===== config.mk =====
export PLATFORM = sky130hd
export DESIGN_NAME = ms_load_return_flat
export DESIGN_NICKNAME = d
export VERILOG_FILES = /design/src/rtl/ms_load_return_if.sv /design/src/rtl/ms_load_return.sv /design/src/flat_wrapper.sv
export SDC_FILE = /design/constraint.sdc
export NUM_CORES = 1
export LEC_CHECK = 0
export CAP_MARGIN = 20
export CORE_ASPECT_RATIO = 2
export CORE_MARGIN = 2
export CORE_UTILIZATION = 48
export CTS_BUF_LIST = sky130_fd_sc_hd__clkbuf_2
export DETAILED_ROUTE_END_ITERATION = 10
export PLACE_DENSITY = 0.82
export SYNTH_ARGS = -nofsm -noshare
export SYNTH_HDL_FRONTEND = slang
export SYNTH_SLANG_ARGS = --single-unit

===== constraint.sdc =====
create_clock -name clk -period 2.5 [get_ports clk]
set_input_delay 0.5 -clock clk [delete_from_list [all_inputs] [get_ports clk]]
set_output_delay 0.5 -clock clk [all_outputs]
set_load 0.02 [all_outputs]

===== src/rtl/ms_load_return_if.sv =====
// Bundle of the MS-stage handshake and data buses: the EX->MS instruction
// bus, the data-SRAM response, the WB flush/backpressure, and the MS->WB bus.
// The MS stage itself uses the slave view; the surrounding pipeline (or a
// bench) drives it through the master view.
interface ms_load_return_if;
   // EX -> MS
   logic        es2ms_valid;
   logic        ms_allowin;
   logic [31:0] es_pc;
   logic        es_gr_we;
   logic [4:0]  es_dest;
   logic [31:0] es_alu_result;
   logic        es_mem_req;
   logic [2:0]  es_ld_op;
   logic        es_ex;
   logic        es_req_orphan;
   // data SRAM response
   logic        data_sram_data_ok;
   logic [31:0] data_sram_rdata;
   // WB control
   logic        ws_allowin;
   logic        flush;
   // MS -> WB
   logic        ms2ws_valid;
   logic [31:0] ms_pc;
   logic        ms_gr_we;
   logic [4:0]  ms_dest;
   logic [31:0] ms_final_result;
   logic        ms_ex;
   logic        ms_ld_wait;

   modport slave (
      input  es2ms_valid, es_pc, es_gr_we, es_dest, es_alu_result,
             es_mem_req, es_ld_op, es_ex, es_req_orphan,
             data_sram_data_ok, data_sram_rdata, ws_allowin, flush,
      output ms_allowin, ms2ws_valid, ms_pc, ms_gr_we, ms_dest,
             ms_final_result, ms_ex, ms_ld_wait
   );

   modport master (
      output es2ms_valid, es_pc, es_gr_we, es_dest, es_alu_result,
             es_mem_req, es_ld_op, es_ex, es_req_orphan,
             data_sram_data_ok, data_sram_rdata, ws_allowin, flush,
      input  ms_allowin, ms2ws_valid, ms_pc, ms_gr_we, ms_dest,
             ms_final_result, ms_ex, ms_ld_wait
   );
endinterface


===== src/rtl/ms_load_return.sv =====
// Memory-access stage between EX and WB. Holds one instruction, waits for
// its data-SRAM response, aligns/extends load data and hands the result to
// WB. Responses belonging to instructions killed by a WB flush are counted
// in cancel_cnt and silently dropped when they arrive.
module ms_load_return #(
   parameter int CANCEL_W = 2
) (
   input logic              clk,
   input logic              resetn,
   ms_load_return_if.slave  bus
);

   localparam logic [CANCEL_W:0] CNT_MAX = {1'b0, {CANCEL_W{1'b1}}};

   // ld_op encoding
   localparam logic [2:0] LD_W  = 3'd1;
   localparam logic [2:0] LD_B  = 3'd2;
   localparam logic [2:0] LD_BU = 3'd3;
   localparam logic [2:0] LD_H  = 3'd4;
   localparam logic [2:0] LD_HU = 3'd5;

   // Select the addressed byte/half of a word and extend it to 32 bits.
   function automatic logic [31:0] load_extend(input logic [2:0]  op,
                                                input logic [1:0]  addr,
                                                input logic [31:0] raw);
      logic [31:0]        sh_b;
      logic [31:0]        sh_h;
      logic signed [7:0]  b_s;
      logic signed [15:0] h_s;
      sh_b = raw >> {addr, 3'b000};
      sh_h = raw >> {addr[1], 4'b0000};
      b_s  = sh_b[7:0];
      h_s  = sh_h[15:0];
      case (op)
         LD_B:    load_extend = 32'(b_s);
         LD_BU:   load_extend = {24'h0, sh_b[7:0]};
         LD_H:    load_extend = 32'(h_s);
         LD_HU:   load_extend = {16'h0, sh_h[15:0]};
         LD_W:    load_extend = raw;
         default: load_extend = raw;
      endcase
   endfunction

   // Clamp the widened discard count to what the counter can hold.
   function automatic logic [CANCEL_W-1:0] sat_cnt(input logic [CANCEL_W:0] v);
      if (v > CNT_MAX) sat_cnt = CNT_MAX[CANCEL_W-1:0];
      else             sat_cnt = v[CANCEL_W-1:0];
   endfunction

   // control state
   logic                ms_valid_q, ms_valid_d;
   logic                pending_q, pending_d;
   logic                buf_valid_q, buf_valid_d;
   logic [CANCEL_W-1:0] cancel_cnt_q, cancel_cnt_d;
   // payload
   logic [31:0]         buf_q, buf_d;
   logic [31:0]         pc_q, pc_d;
   logic                gr_we_q, gr_we_d;
   logic [4:0]          dest_q, dest_d;
   logic [31:0]         alu_q, alu_d;
   logic [2:0]          ld_op_q, ld_op_d;
   logic                ex_q, ex_d;

   logic                cancel_nz;
   logic                stale_ok;
   logic                ms_ok;
   logic                kill_pending;
   logic                ready_go;
   logic                out_valid;
   logic                allowin;
   logic                out_fire;
   logic [CANCEL_W:0]   cnt_inc;
   logic [CANCEL_W:0]   cnt_dec;
   logic [CANCEL_W:0]   cnt_wide;
   logic [31:0]         raw_data;

   // Response routing, handshake and result selection.
   always_comb begin
      cancel_nz    = (cancel_cnt_q != '0);
      stale_ok     = bus.data_sram_data_ok & cancel_nz;
      ms_ok        = bus.data_sram_data_ok & ~cancel_nz & ms_valid_q & pending_q;
      // a pending request whose answer has not come back yet becomes stale
      kill_pending = ms_valid_q & pending_q & ~ms_ok;
      ready_go     = ~pending_q | (bus.data_sram_data_ok & ~cancel_nz) | buf_valid_q;
      out_valid    = ms_valid_q & ready_go & ~bus.flush;
      allowin      = ~ms_valid_q | (ready_go & bus.ws_allowin);
      out_fire     = out_valid & bus.ws_allowin;

      cnt_inc  = '0;
      if (bus.flush) begin
         cnt_inc = {{CANCEL_W{1'b0}}, kill_pending} + {{CANCEL_W{1'b0}}, bus.es_req_orphan};
      end
      cnt_dec  = {{CANCEL_W{1'b0}}, stale_ok};
      cnt_wide = {1'b0, cancel_cnt_q} + cnt_inc - cnt_dec;

      raw_data = buf_valid_q ? buf_q : bus.data_sram_rdata;

      bus.ms_allowin      = allowin;
      bus.ms2ws_valid     = out_valid;
      bus.ms_pc           = pc_q;
      bus.ms_gr_we        = gr_we_q;
      bus.ms_dest         = dest_q;
      bus.ms_ex           = ex_q;
      bus.ms_ld_wait      = ms_valid_q & (ld_op_q != 3'd0) & ~ready_go;
      bus.ms_final_result = ((ld_op_q == 3'd0) || ex_q) ? alu_q
                                                        : load_extend(ld_op_q, alu_q[1:0], raw_data);
   end

   // Next-state: capture/buffer response, accept from EX, flush.
   always_comb begin
      ms_valid_d   = ms_valid_q;
      pending_d    = pending_q;
      buf_valid_d  = buf_valid_q;
      buf_d        = buf_q;
      pc_d         = pc_q;
      gr_we_d      = gr_we_q;
      dest_d       = dest_q;
      alu_d        = alu_q;
      ld_op_d      = ld_op_q;
      ex_d         = ex_q;
      cancel_cnt_d = sat_cnt(cnt_wide);

      // WB stalled in the response cycle: park the data so it survives
      if (ms_ok && !bus.ws_allowin) begin
         buf_d       = bus.data_sram_rdata;
         buf_valid_d = 1'b1;
      end
      if (ms_ok) begin
         pending_d = 1'b0;
      end
      if (out_fire) begin
         buf_valid_d = 1'b0;
      end

      if (bus.flush) begin
         ms_valid_d  = 1'b0;
         pending_d   = 1'b0;
         buf_valid_d = 1'b0;
      end else if (allowin) begin
         ms_valid_d = bus.es2ms_valid;
         pending_d  = bus.es2ms_valid & bus.es_mem_req & ~bus.es_ex;
         if (bus.es2ms_valid) begin
            pc_d    = bus.es_pc;
            gr_we_d = bus.es_gr_we;
            dest_d  = bus.es_dest;
            alu_d   = bus.es_alu_result;
            ld_op_d = bus.es_ld_op;
            ex_d    = bus.es_ex;
         end
      end
   end

   // State registers with asynchronous active-low reset.
   always_ff @(posedge clk or negedge resetn) begin
      if (!resetn) begin
         ms_valid_q   <= 1'b0;
         pending_q    <= 1'b0;
         buf_valid_q  <= 1'b0;
         cancel_cnt_q <= '0;
         buf_q        <= '0;
         pc_q         <= '0;
         gr_we_q      <= 1'b0;
         dest_q       <= '0;
         alu_q        <= '0;
         ld_op_q      <= '0;
         ex_q         <= 1'b0;
      end else begin
         ms_valid_q   <= ms_valid_d;
         pending_q    <= pending_d;
         buf_valid_q  <= buf_valid_d;
         cancel_cnt_q <= cancel_cnt_d;
         buf_q        <= buf_d;
         pc_q         <= pc_d;
         gr_we_q      <= gr_we_d;
         dest_q       <= dest_d;
         alu_q        <= alu_d;
         ld_op_q      <= ld_op_d;
         ex_q         <= ex_d;
      end
   end

   // Protocol checks: discard counter overflow and unsolicited responses.
   always @(posedge clk) begin
      if (resetn) begin
         assert (!(bus.flush && (cnt_wide > CNT_MAX)))
            else $error("ms_load_return: cancel counter overflow");
         assert (!(bus.data_sram_data_ok && !cancel_nz && !(ms_valid_q && pending_q)))
            else $error("ms_load_return: data_ok with nothing outstanding");
      end
   end

endmodule


===== src/flat_wrapper.sv =====
// flat-port wrapper written by rule: the top's interface ports become plain ports
module ms_load_return_flat 
#(
   parameter int CANCEL_W = 2
)
  (clk, resetn, bus_es2ms_valid, bus_es_pc, bus_es_gr_we, bus_es_dest, bus_es_alu_result, bus_es_mem_req, bus_es_ld_op, bus_es_ex, bus_es_req_orphan, bus_data_sram_data_ok, bus_data_sram_rdata, bus_ws_allowin, bus_flush, bus_ms_allowin, bus_ms2ws_valid, bus_ms_pc, bus_ms_gr_we, bus_ms_dest, bus_ms_final_result, bus_ms_ex, bus_ms_ld_wait);
  ms_load_return_if bus_i ();
  input logic clk;
  input logic resetn;
  input wire logic [$bits(bus_i.es2ms_valid)-1:0] bus_es2ms_valid;
  input wire logic [$bits(bus_i.es_pc)-1:0] bus_es_pc;
  input wire logic [$bits(bus_i.es_gr_we)-1:0] bus_es_gr_we;
  input wire logic [$bits(bus_i.es_dest)-1:0] bus_es_dest;
  input wire logic [$bits(bus_i.es_alu_result)-1:0] bus_es_alu_result;
  input wire logic [$bits(bus_i.es_mem_req)-1:0] bus_es_mem_req;
  input wire logic [$bits(bus_i.es_ld_op)-1:0] bus_es_ld_op;
  input wire logic [$bits(bus_i.es_ex)-1:0] bus_es_ex;
  input wire logic [$bits(bus_i.es_req_orphan)-1:0] bus_es_req_orphan;
  input wire logic [$bits(bus_i.data_sram_data_ok)-1:0] bus_data_sram_data_ok;
  input wire logic [$bits(bus_i.data_sram_rdata)-1:0] bus_data_sram_rdata;
  input wire logic [$bits(bus_i.ws_allowin)-1:0] bus_ws_allowin;
  input wire logic [$bits(bus_i.flush)-1:0] bus_flush;
  output wire logic [$bits(bus_i.ms_allowin)-1:0] bus_ms_allowin;
  output wire logic [$bits(bus_i.ms2ws_valid)-1:0] bus_ms2ws_valid;
  output wire logic [$bits(bus_i.ms_pc)-1:0] bus_ms_pc;
  output wire logic [$bits(bus_i.ms_gr_we)-1:0] bus_ms_gr_we;
  output wire logic [$bits(bus_i.ms_dest)-1:0] bus_ms_dest;
  output wire logic [$bits(bus_i.ms_final_result)-1:0] bus_ms_final_result;
  output wire logic [$bits(bus_i.ms_ex)-1:0] bus_ms_ex;
  output wire logic [$bits(bus_i.ms_ld_wait)-1:0] bus_ms_ld_wait;
  assign bus_i.es2ms_valid = bus_es2ms_valid;
  assign bus_i.es_pc = bus_es_pc;
  assign bus_i.es_gr_we = bus_es_gr_we;
  assign bus_i.es_dest = bus_es_dest;
  assign bus_i.es_alu_result = bus_es_alu_result;
  assign bus_i.es_mem_req = bus_es_mem_req;
  assign bus_i.es_ld_op = bus_es_ld_op;
  assign bus_i.es_ex = bus_es_ex;
  assign bus_i.es_req_orphan = bus_es_req_orphan;
  assign bus_i.data_sram_data_ok = bus_data_sram_data_ok;
  assign bus_i.data_sram_rdata = bus_data_sram_rdata;
  assign bus_i.ws_allowin = bus_ws_allowin;
  assign bus_i.flush = bus_flush;
  assign bus_ms_allowin = bus_i.ms_allowin;
  assign bus_ms2ws_valid = bus_i.ms2ws_valid;
  assign bus_ms_pc = bus_i.ms_pc;
  assign bus_ms_gr_we = bus_i.ms_gr_we;
  assign bus_ms_dest = bus_i.ms_dest;
  assign bus_ms_final_result = bus_i.ms_final_result;
  assign bus_ms_ex = bus_i.ms_ex;
  assign bus_ms_ld_wait = bus_i.ms_ld_wait;
  ms_load_return #(.CANCEL_W(CANCEL_W)) u_core (.clk(clk), .resetn(resetn), .bus(bus_i));
endmodule

==> results_dict.tcl, run 1 <==
set metrics [dict create \
    clock-root-buffer "clkbuf_2" \
    tritoncts "built" \
    grt_antenna_before_repair 3 \
    finalCritPeriodShare 1.162 \
    synth_area_leaders "dfrtp_1 47%, mux2_2 13%, mux2_4 12%" \
    clkLatencyLatePin_ps 600 \
    grt_overflow 0 \
    seq_power_share 0.388 \
    antenna_left 0 \
    dr.pass1.iters 4 \
    grt_pass1_vias 5413 \
    die_height_um 161.3 \
    initial_utilization 0.4896 \
    syn_nets 591 \
    vias 4988 \
    nets 828 \
    postSynthCellCount 472 \
    drc 0 \
    post-route-worst-setup-slack_ps -403.9 \
    cts_made_buffers 9 \
    grt_pass1_wl_um 27760 \
    pwr-share-clk 0.134 \
    post_drt_wl_per_cell_um 21.79 \
    wl_um 18830 \
    yosysWarningCount 0 \
    track_usage 0.2818 \
    comb_power_share 0.479 \
    end_kind "primary output" \
    p_int_uw 3636 \
    fp-row-count 57 \
    switching_share 0.3756 \
    die-area_mm2 0.01333 \
    viasPerCell 5.773 \
    portBuffers 187 \
    core-area_mm2 0.01212 \
    tightestPinTransition_ps 626.3 \
    synth_edf_count 0 \
    gp_congestion 0.9134 \
    ys_async_sr_fraction 1.000 \
    clk_pin_slew_ps 310 \
    slew_viol_final 0 \
    worstSetupPathType "reg -> out" \
    h-tree-depth 3 \
    rsz0062_at_grt "yes" \
    post-route-util 0.7343 \
    yosysSeqAreaShare 0.4680 \
    rr_endpoint "u_core.cancel_cnt_q[1]$_DFF_PN0_" \
    die_w_um 82.63 \
    powerDensity_mw_per_mm2 654.1 \
    setup_viol 32 \
    crit_path_max_fanout 8 \
    drt_iter0_drc 304 \
    synth_top_flop_cell "dfrtp_1" \
    cts_buffer_depth 2 \
    cap_violations 0 \
    drive_gt1_frac 0.4258 \
    critPathRequiredTime_ps 2000 \
    cp-start-kind "flop" \
    ys_ff_latch 111 \
    netlist-cell-type-count 45 \
    fmax_mhz 344.4 \
    fin_skew_ps 28.67 \
    hold_path.class "in -> async" \
    synth_area_leader_cell "dfrtp_1" \
    outcome "finished, violations left" \
    violations "negative setup slack" \
    period_needed_ps 2904 \
    reg2regPathDepth 9 \
    r2r_setup_slack_ps 170 \
    synthesis.area_mm2 0.005936 \
    area_delta_synth_final_pct 49.98 \
    hpwl_um 13760 \
    hold_viol 0 \
    cts_sinks 111 \
    max_slew_margin 0.5824 \
    synth_top_area_frac 0.4680 \
    tns_ps -11340 \
    syn-mean-instance-area_um2 12.58 \
    io_pins 188 \
    power_switching_uw 2187 \
    worstPathArrival_ps 2400 \
    regToRegStartpoint "u_core.cancel_cnt_q[0]$_DFF_PN0_" \
    peakVddDrop_v 0.0004279 \
    leakage_uw 0.003920 \
    grt_max_degree 47 \
]
synthesized netlist by cell type, types with 2 or more instances:
cell type,count
a21oi_1,22
a31oi_1,20
buf_1,2
buf_2,15
buf_6,6
clkbuf_1,11
dfrtp_1,111
ha_1,4
inv_1,8
mux2_2,66
mux2_4,49
mux2i_1,28
mux4_2,8
nand2_1,25
nand2b_1,7
nand3_1,3
nor2_1,27
nor2b_1,3
nor3_1,2
nor3b_1,3
o211ai_1,6
o21ai_0,12
o221ai_1,2
o22a_1,5
o31a_1,6
or2_2,2
metrics by stage:
stage / setup WS (ps) / instances / hold WS (ps) / power (µW) / instance area [µm²]
floorplan: 112.0 / 472 / 204.4 / 3590 / 5936
global placement: -532.9 / 834 / 489.0 / 4821 / 8397
detailed placement: -600.0 / 834 / 491.6 / 4882 / 8397
CTS: -426.4 / 858 / 348.4 / 5667 / 8653
global route: -540.1 / 864 / 373.7 / 6110 / 8902
finish: -403.9 / 864 / 371.2 / 5823 / 8902
cell usage in the layout, fill, tap and decap left out, types with 4 or more instances in the layout:
cell,Yosys,layout
clkdlybuf4s50_1,0,151
dfrtp_1,111,109
buf_4,0,75
mux2_2,66,65
mux2_4,49,50
nor2_1,27,25
nand2_1,25,21
mux2i_1,28,20
a31oi_1,20,16
a21oi_2,0,11
clkbuf_2,0,11
buf_6,6,11
buf_12,0,11
a21oi_1,22,10
buf_2,15,9
inv_1,8,8
mux4_2,8,8
mux2i_2,0,6
o31a_1,6,6
o211ai_1,6,6
o21ai_0,12,6
o22a_1,5,5
nand2b_1,7,4
ha_1,4,4
state kept, by name, summed over array words and instances (netlist names):
| name | flops |
|---|---|
| u_core.bus.ms_gr_we | 1 |
| u_core.alu_q | 32 |
| u_core.buf_q | 32 |
| u_core.bus.ms_ex | 1 |
| u_core.bus.ms_pc | 32 |
| u_core.ld_op_q | 3 |
| u_core.cancel_cnt_q | 2 |
| u_core.ms_valid_q | 1 |
| u_core.pending_q | 1 |
| u_core.bus.ms_dest | 5 |
| u_core.buf_valid_q | 1 |
metal layers:
layer  vias to the layer above  global-route usage  wire, µm
li1                       2205                   -         -
met1                      2445              0.2983      6212
met2                       259              0.4850     10370
met3                        79             0.03966       958
met4                         0              0.2094      1287
met5                         -                   0         0
cells by family after synthesis:
group | synth area share
compound gates | 0.09001
xor+xnor | 0.002952
fa+ha+maj | 0.01180
buf+inv | 0.03731
flops | 0.4680
mux | 0.3267
simple gates | 0.06324
power by group through the flow:
stage          sequential [µW]  clock (µW)  combinational [µW]
2_1_floorplan             2370           0                1220
3_3_place_gp              2260           0                2560
3_5_place_dp              2270           0                2610
4_1_cts                   2250         806                2610
5_1_grt                   2290         884                2940
6_report                  2260         779                2790
critical path: stages, from the launching register on:
cell	delay (ps)
dfrtp_2	500
buf_12	140
mux4_2	560
nand2_4	140
clkbuf_16	170
a31oi_1	100
buf_4	180
worst max-delay path by stage:
stage	slack, ps	end	depth (start not counted)	from
6_report	-400	bus_ms_final_result[21]	6	u_core.buf_valid_q$_DFFE_PN0P_
5_1_grt	-540	bus_ms_final_result[15]	6	u_core.buf_valid_q$_DFFE_PN0P_
3_5_place_dp	-600	bus_ms_final_result[16]	7	bus_data_sram_rdata[15]
3_3_place_gp	-530	bus_ms_final_result[16]	7	bus_data_sram_rdata[15]
4_1_cts	-430	bus_ms_final_result[16]	6	u_core.buf_valid_q$_DFFE_PN0P_
2_1_floorplan	110	bus_ms_final_result[21]	7	u_core.buf_valid_q$_DFFE_PN0P_
area by class of cell:
class / count / area, µm²
tap: 147 / 183.9
inverter: 8 / 30.03
clock inverter: 5 / 43.79
fill: 859 / 3222
multi-input combinational: 319 / 3276
antenna: 3 / 7.507
clock buffer: 11 / 55.05
sequential: 111 / 2780
timing repair buffer: 260 / 2526
repair_timing:
item	4_1_cts	5_1_grt
setup buffers	6	3
resized for setup	231	42
hold buffers	1	0
endpoints found under the setup margin	35	37
gates cloned	1	1
endpoints found under the hold margin	44	0
pin swaps	24	16
Power figures use the tool's default switching activity.
==> run 2: changes to the inputs <==
- RECOVER_POWER: unset -> 50
==> run 2 against run 1 <==
Effect of this change: the run still ends with negative setup slack left; sequential share of layout area is 0.23 points higher; combinational power about the same; non-clock buffer count unchanged; first-iteration DRC count increased by 1.3%; largest cell class unchanged; largest power group unchanged.
==> results_dict.tcl, run 2 (same netlist as run 1, synthesis figures left out) <==
set metrics [dict create \
    seq_area_mm2 0.002780 \
    worstSetupPathType "reg -> out" \
    crit_path_max_fanout 11 \
    dpl_worst_slack_ps -600.0 \
    powerDensity_mw_per_mm2 656.4 \
    tightestPinTransition_ps 1139 \
    grt_overflow 0 \
    setup_viol 72 \
    period_needed_ps 2896 \
    tritoncts "built" \
    hold_path.class "in -> reg" \
    hpwl_um 13760 \
    drive_gt1_frac 0.4216 \
    critPathRequiredTime_ps 2000 \
    slowest_stage "dfrtp_2" \
    cts_made_buffers 9 \
    multi_input_area_mm2 0.003259 \
    viasPerCell 5.778 \
    cp_top_family "buffers and inverters" \
    die_w_um 82.63 \
    drt_iter0_drc 308 \
    cpMostUsedCell "buf_4" \
    fp-row-count 57 \
    instances_no_fill 864 \
    track_usage 0.2818 \
    portBuffers 187 \
    post_drt_wl_per_cell_um 21.86 \
    wl_um 18890 \
    cpPeakStageDelay_ps 520 \
    outcome "finished, violations left" \
    grt_pass1_wl_um 27760 \
    grt_antenna_before_repair 3 \
    cp_cell_sequence "buf_4 > buf_16 > buf_12 > mux2i_4 > o31a_1 > a31oi_1 > buf_4" \
    violations "negative setup slack" \
    design_area_mm2 0.008837 \
    place_area_mm2 0.008397 \
    grt_max_degree 47 \
    fin_skew_ps 32.35 \
    fmax_mhz 345.3 \
    die-area_mm2 0.01333 \
    post-route-util 0.7289 \
    h-tree-depth 3 \
    initial_utilization 0.4896 \
    io_pins 188 \
    rsz0062_at_grt "yes" \
    clock-root-buffer "clkbuf_2" \
    cts_buffer_depth 2 \
    worstPathArrival_ps 2400 \
    clkLatencyLatePin_ps 590 \
    core-area_mm2 0.01212 \
    vias 4992 \
    mostFrequentLayoutCells "151 x clkdlybuf4s50_1, 109 x dfrtp_1, 73 x buf_4" \
    clk_pin_slew_ps 330 \
    gp_congestion 0.9134 \
    dpl.cell_count 834 \
    cts_sinks 111 \
    post-route-worst-setup-slack_ps -395.8 \
    final_common_cell "clkdlybuf4s50_1" \
    cp-start-kind "flop" \
    grt_pass1_vias 5413 \
    peakVddDrop_v 0.0004227 \
    timing.critical_path.buf_inv 4 \
    slew_viol_final 0 \
    tns_ps -12200 \
    end_kind "primary output" \
    nets 828 \
    dr.pass1.iters 4 \
    die_height_um 161.3 \
    max_slew_margin 0.2407 \
    leakage_uw 0.003895 \
    drc 0 \
    fillers 869 \
    hold_viol 0 \
    finalCritPeriodShare 1.158 \
    area_delta_synth_final_pct 48.88 \
    cap_violations 0 \
    antenna_left 0 \
]
run 2: changes by cell type in the layout (fill, tap and decap cells not counted), sizes merged:
cell	before	now
buf	107	102
clkbuf	12	17
run 2: layout make-up:
type                    count  share of cell area
clock inverters             5            0.004955
inverters                   8            0.003398
multi-input cells         319              0.3688
diodes                      3           0.0008495
clock buffers              11            0.006230
flip-flops and latches    111              0.3146
repair buffers            260              0.2803
well taps                 147             0.02081
run 2: metal layers:
metal,up-vias,part of all wire,routed length (µm),global-route usage
met5,-,0,0,0
met4,0,0.063,1185,0.2094
met3,73,0.050,945,0.03966
met2,235,0.55,10470,0.4850
met1,2476,0.33,6287,0.2983
li1,2208,-,-,-
run 2: where the power goes:
group	internal (µW)	switching (µW)
combinational	1410	1360
clock	150	623
sequential	2060	188
run 2: worst paths after layout:
kind                                                   from                          endpoint  slack, ps  cells past startpoint
max                          u_core.buf_valid_q$_DFFE_PN0P_           bus_ms_final_result[21]       -400                      7
min                                    bus_es_alu_result[8]       u_core.alu_q[8]$_DFFE_PN0P_        470                      2
max reg2reg                u_core.cancel_cnt_q[0]$_DFF_PN0_  u_core.cancel_cnt_q[1]$_DFF_PN0_       -130                      9
min reg2reg                u_core.bus.ms_pc[15]$_DFFE_PN0P_  u_core.bus.ms_pc[15]$_DFFE_PN0P_        550                      1
max in group asynchronous                            resetn       u_core.alu_q[1]$_DFFE_PN0P_        370                      3
min in group asynchronous                            resetn  u_core.bus.ms_pc[30]$_DFFE_PN0P_        580                      2
run 2: per-stage QoR:
stage | total power (µW) | hold WS (ps)
after floorplan | 3590 | 204.4
after global placement | 4821 | 489.0
after detailed placement | 4882 | 491.6
after CTS | 5667 | 348.4
after global routing | 6092 | 399.0
final | 5801 | 470.0
run 2: timing repair:
| item | in CTS | in global routing |
|---|---|---|
| buffers inserted | 6 | 3 |
| resized for setup | 231 | 42 |
| endpoints found under the hold margin | 44 | 0 |
| cloned | 1 | 1 |
| setup endpoints to repair | 35 | 37 |
| pin swaps | 24 | 16 |
| hold buffers | 1 | 0 |
